`src/rtl/jtdsp16_sio_pkg.sv`:
```
// Shared constants and types for the DSP16 serial-output receiver.
// Latency: n/a (package only).
// Backpressure: n/a (package only).
// Contents: word/address widths, bit-counter width, packed word+address record.
package jtdsp16_sio_pkg;

  localparam int SIO_WORD_W    = 16;
  localparam int SIO_ADDR_W    = 8;
  localparam int SIO_ADDR_BITS = 8;
  // Counter must represent 0..SIO_WORD_W.
  localparam int SIO_CNT_W     = $clog2(SIO_WORD_W + 1);

  typedef struct packed {
    logic [SIO_ADDR_W-1:0] addr;
    logic [SIO_WORD_W-1:0] data;
  } sio_word_t;

endpackage

```
`src/rtl/jtdsp16_sio_deser.sv`:
```
// Deserialiser: ock edge detect, data/address shift registers, bit counter, abort.
// Latency: done is combinational in the cen cycle that samples the 16th bit.
// Backpressure: none; done pulses regardless of downstream state.
// Ports: clk, rst_n (sync, active-low), cen; serial ock/sdi/old/sadd in;
//        done (1-cycle), dout (word+addr, valid with done), abort (1-cycle), busy.
module jtdsp16_sio_deser
  import jtdsp16_sio_pkg::*;
(
  input  logic      clk,
  input  logic      rst_n,
  input  logic      cen,
  input  logic      ock,
  input  logic      sdi,
  input  logic      old,
  input  logic      sadd,
  output logic      done,
  output sio_word_t dout,
  output logic      abort,
  output logic      busy
);

  logic                  last_ock;
  logic [SIO_WORD_W-1:0] sr;
  logic [SIO_ADDR_W-1:0] ar;
  logic [SIO_CNT_W-1:0]  cnt;
  logic                  sample;

  assign sample = cen && ock && !last_ock && !old;
  assign done   = sample && (cnt == SIO_CNT_W'(SIO_WORD_W - 1));
  // The 16th bit is folded in here so the word is usable in the done cycle.
  assign dout.data = {sr[SIO_WORD_W-2:0], sdi};
  assign dout.addr = ar;
  // sample requires old low, so abort and sample never coincide.
  assign abort  = cen && old && (cnt != '0);
  assign busy   = (cnt != '0);

  always_ff @(posedge clk) begin
    if (!rst_n) begin
      last_ock <= 1'b0;
      sr       <= '0;
      ar       <= '0;
      cnt      <= '0;
    end else if (cen) begin
      last_ock <= ock;
      if (sample) begin
        sr <= {sr[SIO_WORD_W-2:0], sdi};
        if (cnt < SIO_CNT_W'(SIO_ADDR_BITS))
          ar <= {ar[SIO_ADDR_W-2:0], sadd};
        cnt <= done ? '0 : cnt + SIO_CNT_W'(1);
      end else if (abort) begin
        cnt <= '0;
      end
    end
  end

endmodule

```
`src/rtl/jtdsp16_sio_rx.sv`:
```
// DSP16 serial-output receiver: word port, sticky error flags, left/right pairing.
// Latency: wvalid rises 1 clk after the cen cycle sampling the 16th ock edge (+2 clk with sync).
// Backpressure: a word completing while wvalid is held (wready low) is dropped and flags overrun.
// Ports: clk, rst_n (sync, active-low), cen; ock/sdi/old/sadd serial in;
//        word/waddr/wvalid/wready word port; left/right/pair_stb stereo;
//        overrun/frame_err sticky flags; busy frame-in-progress.
// Option: define JTDSP16_SIO_RX_SYNC_EN to add 2-flop input synchronisers.
module jtdsp16_sio_rx
  import jtdsp16_sio_pkg::*;
#(
  parameter logic [SIO_ADDR_W-1:0] LEFT_ADDR  = 8'h00,
  parameter logic [SIO_ADDR_W-1:0] RIGHT_ADDR = 8'h01
) (
  input  logic                  clk,
  input  logic                  rst_n,
  input  logic                  cen,
  input  logic                  ock,
  input  logic                  sdi,
  input  logic                  old,
  input  logic                  sadd,
  output logic [SIO_WORD_W-1:0] word,
  output logic [SIO_ADDR_W-1:0] waddr,
  output logic                  wvalid,
  input  logic                  wready,
  output logic [SIO_WORD_W-1:0] left,
  output logic [SIO_WORD_W-1:0] right,
  output logic                  pair_stb,
  output logic                  overrun,
  output logic                  frame_err,
  output logic                  busy
);

  logic      ock_i, sdi_i, old_i, sadd_i;
  logic      done, abort;
  logic      load, drop, consume;
  logic      pair_flag;
  sio_word_t dw;

`ifdef JTDSP16_SIO_RX_SYNC_EN
  // Free-running on clk: the synchronisers must not stall when cen is low.
  logic [3:0] sync1, sync2;
  always_ff @(posedge clk) begin
    if (!rst_n) begin
      sync1 <= '0;
      sync2 <= '0;
    end else begin
      sync1 <= {ock, sdi, old, sadd};
      sync2 <= sync1;
    end
  end
  assign {ock_i, sdi_i, old_i, sadd_i} = sync2;
`else
  assign {ock_i, sdi_i, old_i, sadd_i} = {ock, sdi, old, sadd};
`endif

  jtdsp16_sio_deser u_deser (
    .clk   (clk),
    .rst_n (rst_n),
    .cen   (cen),
    .ock   (ock_i),
    .sdi   (sdi_i),
    .old   (old_i),
    .sadd  (sadd_i),
    .done  (done),
    .dout  (dw),
    .abort (abort),
    .busy  (busy)
  );

  // done already implies cen. A word may load into a buffer being drained this cycle.
  assign load    = done && (!wvalid || wready);
  assign drop    = done && wvalid && !wready;
  assign consume = cen && wvalid && wready;

  always_ff @(posedge clk) begin
    if (!rst_n) begin
      word      <= '0;
      waddr     <= '0;
      wvalid    <= 1'b0;
      left      <= '0;
      right     <= '0;
      pair_stb  <= 1'b0;
      pair_flag <= 1'b0;
      overrun   <= 1'b0;
      frame_err <= 1'b0;
    end else begin
      // Held across non-cen clocks so the pulse spans exactly one cen cycle.
      if (cen)
        pair_stb <= 1'b0;
      if (load) begin
        word   <= dw.data;
        waddr  <= dw.addr;
        wvalid <= 1'b1;
        // Left is tested first so LEFT_ADDR==RIGHT_ADDR updates left only.
        if (dw.addr == LEFT_ADDR) begin
          left      <= dw.data;
          pair_flag <= 1'b1;
        end else if (dw.addr == RIGHT_ADDR) begin
          right <= dw.data;
          if (pair_flag) begin
            pair_stb  <= 1'b1;
            pair_flag <= 1'b0;
          end
        end
      end else if (consume) begin
        wvalid <= 1'b0;
      end
      if (drop)
        overrun <= 1'b1;
      if (abort)
        frame_err <= 1'b1;
    end
  end

endmodule

```
`config.mk`:
```
export PLATFORM = sky130hd
export DESIGN_NAME = jtdsp16_sio_rx
export DESIGN_NICKNAME = d
export VERILOG_FILES = /design/src/rtl/jtdsp16_sio_pkg.sv /design/src/rtl/jtdsp16_sio_deser.sv /design/src/rtl/jtdsp16_sio_rx.sv
export SDC_FILE = /design/constraint.sdc
export NUM_CORES = 1
export LEC_CHECK = 0
export BUFFER_PORTS_ARGS = -buffer_cell sky130_fd_sc_hd__buf_2
export CAP_MARGIN = 25
export CORE_MARGIN = 4
export CORE_UTILIZATION = 49
export CTS_BUF_LIST = sky130_fd_sc_hd__clkbuf_16
export DETAILED_ROUTE_END_ITERATION = 10
export PLACE_DENSITY = 0.73
export RECOVER_POWER = 100
export SYNTH_ARGS = -nofsm -noshare
export SYNTH_HDL_FRONTEND = slang
export SYNTH_SLANG_ARGS = --single-unit
```
`constraint.sdc`:
```
create_clock -name clk -period 1.75 [get_ports clk]
set_input_delay 0 -clock clk [delete_from_list [all_inputs] [get_ports clk]]
set_output_delay 0 -clock clk [all_outputs]
set_load 0.02 [all_outputs]
```
==> metrics.log <==
[metrics] status: finished clean
[metrics] Worst Hold Class: in -> reg
[metrics] worst r2r src: u_deser.cnt[1]$_SDFFE_PN0P_
[metrics] critical path launch point type: flip-flop
[metrics] Wirelength per Cell: ~15 um
[metrics] starting density of the core: 51.8%
[metrics] CTS tree: built
[metrics] Detailed Routing Iterations Pass 1: 4
[metrics] Slew HR: 65.0%
[metrics] top post-synthesis cells by area: dfxtp_1 50%, nand2_1 12%, a21boi_0 12%
[metrics] kind of critical path: reg -> reg
[metrics] global-route usage over all layers: 19.8%
[metrics] count of warnings emitted by yosys: 0
[metrics] reg2reg end: left[1]$_SDFFE_PN0P_
[metrics] R2R setup slack: 0.02 ns
[metrics] 1st-iter DRT viols: 157
[metrics] synthesized area per cell: 8.95 um2
[metrics] count of cells along the worst hold path: 3
[metrics] io pins: 69
[metrics] unrepaired setup endpoints after global routing: true
[metrics] number of maximum-capacitance violations: 0
[metrics] sum of overflow across all layers after global routing: 0
[metrics] # nets final: 484
[metrics] total design power: 3.93 mW
[metrics] count of final hold-check violations: 0
[metrics] cell accounting for the most synthesized area: dfxtp_1
[metrics] WHS: 0.0114 ns
[metrics] clock insertion delay at the later pin of the skew report: about 0.33 ns
[metrics] predominant post-synthesis flop cell: dfxtp_1
[metrics] fmax: a little under 600 MHz
[metrics] count of filler cells inserted in the layout: roughly 630
[metrics] Final Max Tran Viols: 0
[metrics] Setup-failing EPs final: 0
[metrics] clock transition at the registers of the reported paths: 0.06 ns
[metrics] power per cell area: 892 mW/mm2
[metrics] required time of the worst setup path: 2.01 ns
[metrics] remaining design rule violation count: 0
[metrics] core area: 0.00694 mm2
[metrics] via count: 2982
[metrics] total of flip-flops plus latches after synthesis: 90
[metrics] number of standard cells in the final layout excluding fillers: 575
[metrics] buffer cell driving the clock tree root: clkbuf_16
[metrics] Die ar.: between 0.008 and 0.009 mm2
[metrics] pre-CTS WS: -0.0517 ns
[metrics] data arrival time of the worst path: 1.99 ns
[metrics] largest fanout on the critical path: 8
[metrics] final critical delay including setup and external delays: 1.73 ns
[metrics] share of Yosys cell area claimed by the top area cell type: 50.1%
[metrics] post-synth net total: 412
[metrics] via count of the first global-routing pass: between 2000 and 3000
[metrics] count of clock tree sinks: 90
[metrics] logic depth of the worst register-to-register path: 7
[metrics] Unique masters post-synth: 35
[metrics] Bufs on Longest Clock Path: 2
[metrics] leading cell types by count after synthesis: 117 x nand2_1, 90 x dfxtp_1, 56 x a21boi_0
[metrics] final RePlAce weighted congestion: roughly 0.8
[metrics] Die Width: 93.7 um
[metrics] post-synthesis sequential area ratio: 50.1%
[metrics] worst IR drop on VDD: about 0.71 mV
[metrics] nature of the critical path endpoint: flip-flop
[metrics] HPWL Detailed: 5.53 mm
[metrics] most used standard cell by instance count after synthesis: nand2_1
[metrics] Synth-to-Final Area Change: 22.6%
[metrics] worst setup slack after layout: 0.0245 ns
[metrics] number of nets still failing antenna checks after routing: 0
[metrics] slew at the pin closest to its max-slew limit: 0.524 ns
[metrics] global-route wire length before repair: 13.9 mm
[metrics] placed insts: between 500 and 600
[metrics] routed via count divided by cell count: 5.19
[metrics] EDFF count, synth: 0
[metrics] CTS H-tree depth: 3
[metrics] number of instances in the synthesized netlist: 402
[metrics] count of port buffers added during placement: 68
[metrics] asr flop ratio synth: 0%
[metrics] Placement Rows: 30
[metrics] launch point of the worst hold path: old
[metrics] pin count of the biggest net entering global routing: 43
[metrics] Critical Path Start: u_deser.cnt[1]$_SDFFE_PN0P_
[metrics] synthesized cell area: 0.00360 mm2
[metrics] final wirelength: 8.66 mm
[metrics] initial antenna violation count: 0
[metrics] Die Ht: 93.7 um
[metrics] fraction of final layout cells sized beyond drive strength 1: 11.3%
[metrics] worst-case clock skew: 0.00526 ns
[metrics] fraction of the cycle the final worst path needs: 98.6%
[metrics] endpoint with the worst hold slack: frame_err$_SDFFE_PN0P_
[metrics] number of buffers inserted during clock tree synthesis: 9
[metrics] # diodes: 0
[metrics] Leakage: approximately 1.5 nW
## layer usage
| metal | vias up | track usage [%] | wire [um] |
|---|---|---|---|
| met4 | 0 | 7.10 | 97 |
| met5 | - | 0 | 0 |
| li1 | 1493 | - | - |
| met3 | 9 | 4.73 | 430 |
| met2 | 80 | 32.8 | 4370 |
| met1 | 1400 | 24.9 | 3760 |
## worst max-delay path, cell delays in order (launching register included)
cell       delay [ns]
dfxtp_4          0.37
ha_4             0.15
nor2b_4          0.15
and4_4           0.26
nor4b_4          0.22
buf_4            0.17
clkbuf_16        0.15
mux2i_1          0.17
## worst max path at each step
stage / end / slack, ns / cells after the start
2_1_floorplan: u_deser.cnt[0]$_SDFFE_PN0P_ / 0.05 / 6
3_3_place_gp: left[9]$_SDFFE_PN0P_ / 0.06 / 6
3_5_place_dp: left[14]$_SDFFE_PN0P_ / -0.05 / 6
4_1_cts: left[8]$_SDFFE_PN0P_ / 0.005 / 6
5_1_grt: left[8]$_SDFFE_PN0P_ / -0.06 / 7
6_report: left[1]$_SDFFE_PN0P_ / 0.02 / 7
## timing repair
action	CTS	global route
setup endpoints to repair	17	20
hold buffers	3	0
gates resized for setup	7	8
hold endpoints to repair	6	0
gates cloned	1	1
pin swaps	0	3
buffers inserted	1	4
## layout make-up
cell class / instances / area [um2] / share of cell area (%)
Sequential cell: 90 / 1810 / 41.0
Multi-Input combinational cell: 279 / 1680 / 38.2
Timing Repair Buffer: 91 / 517 / 11.7
Clock buffer: 9 / 225 / 5.11
Tap cell: 96 / 120 / 2.72
Clock inverter: 7 / 45.0 / 1.02
Inverter: 3 / 11.3 / 0.255
## registers in the layout, indices dropped and copies added (netlist names), 5 cells and up
name,flops
left,16
right,16
u_deser.ar,8
u_deser.cnt,5
u_deser.sr,15
waddr,8
word,16
## layout by cell type, fill, tap and decap left out, types with 2 or more instances in the layout
cell           count
clkbuf_16         11
mux2i_1           25
dfxtp_1           88
nand3_1           19
clkbuf_1          61
nand2_1          117
dfxtp_4            2
buf_2              7
buf_4             15
buf_12             3
nor2b_1           12
inv_1              3
clkinv_2           4
a21boi_0          56
o21ai_0           18
a21boi_1           2
nand2b_1           2
a21oi_1            4
dlygate4sd3_1      3
nor2_1             2
## logic make-up after synthesis
| kind of cell | after synthesis | synth area share [%] |
|---|---|---|
| flops | 90 | 50.1 |
| buf+inv | 33 | 4.56 |
| xor+xnor | 2 | 0.487 |
| simple gates | 168 | 21.6 |
| fa+ha+maj | 2 | 0.696 |
| mux | 25 | 6.96 |
| compound gates | 82 | 15.7 |
## stage by stage
stage | instance area (um2) | setup TNS, ns | util, %
2_1_floorplan | 3600 | 0 | -
3_3_place_gp | 4060 | 0 | 58.5
3_5_place_dp | 4060 | -0.392 | 58.5
4_1_cts | 4430 | 0 | 63.8
5_1_grt | 4410 | -0.339 | 63.5
6_report | 4410 | 0 | 63.5
## power by group
group	leakage (nW)	internal [mW]	total (mW)	switching, mW
Clock	0.135	0.958	1.74	0.778
Sequential	0.726	2.05	2.06	0.00665
Combinational	0.637	0.0590	0.138	0.0793
(Power assumes the default switching activity.)
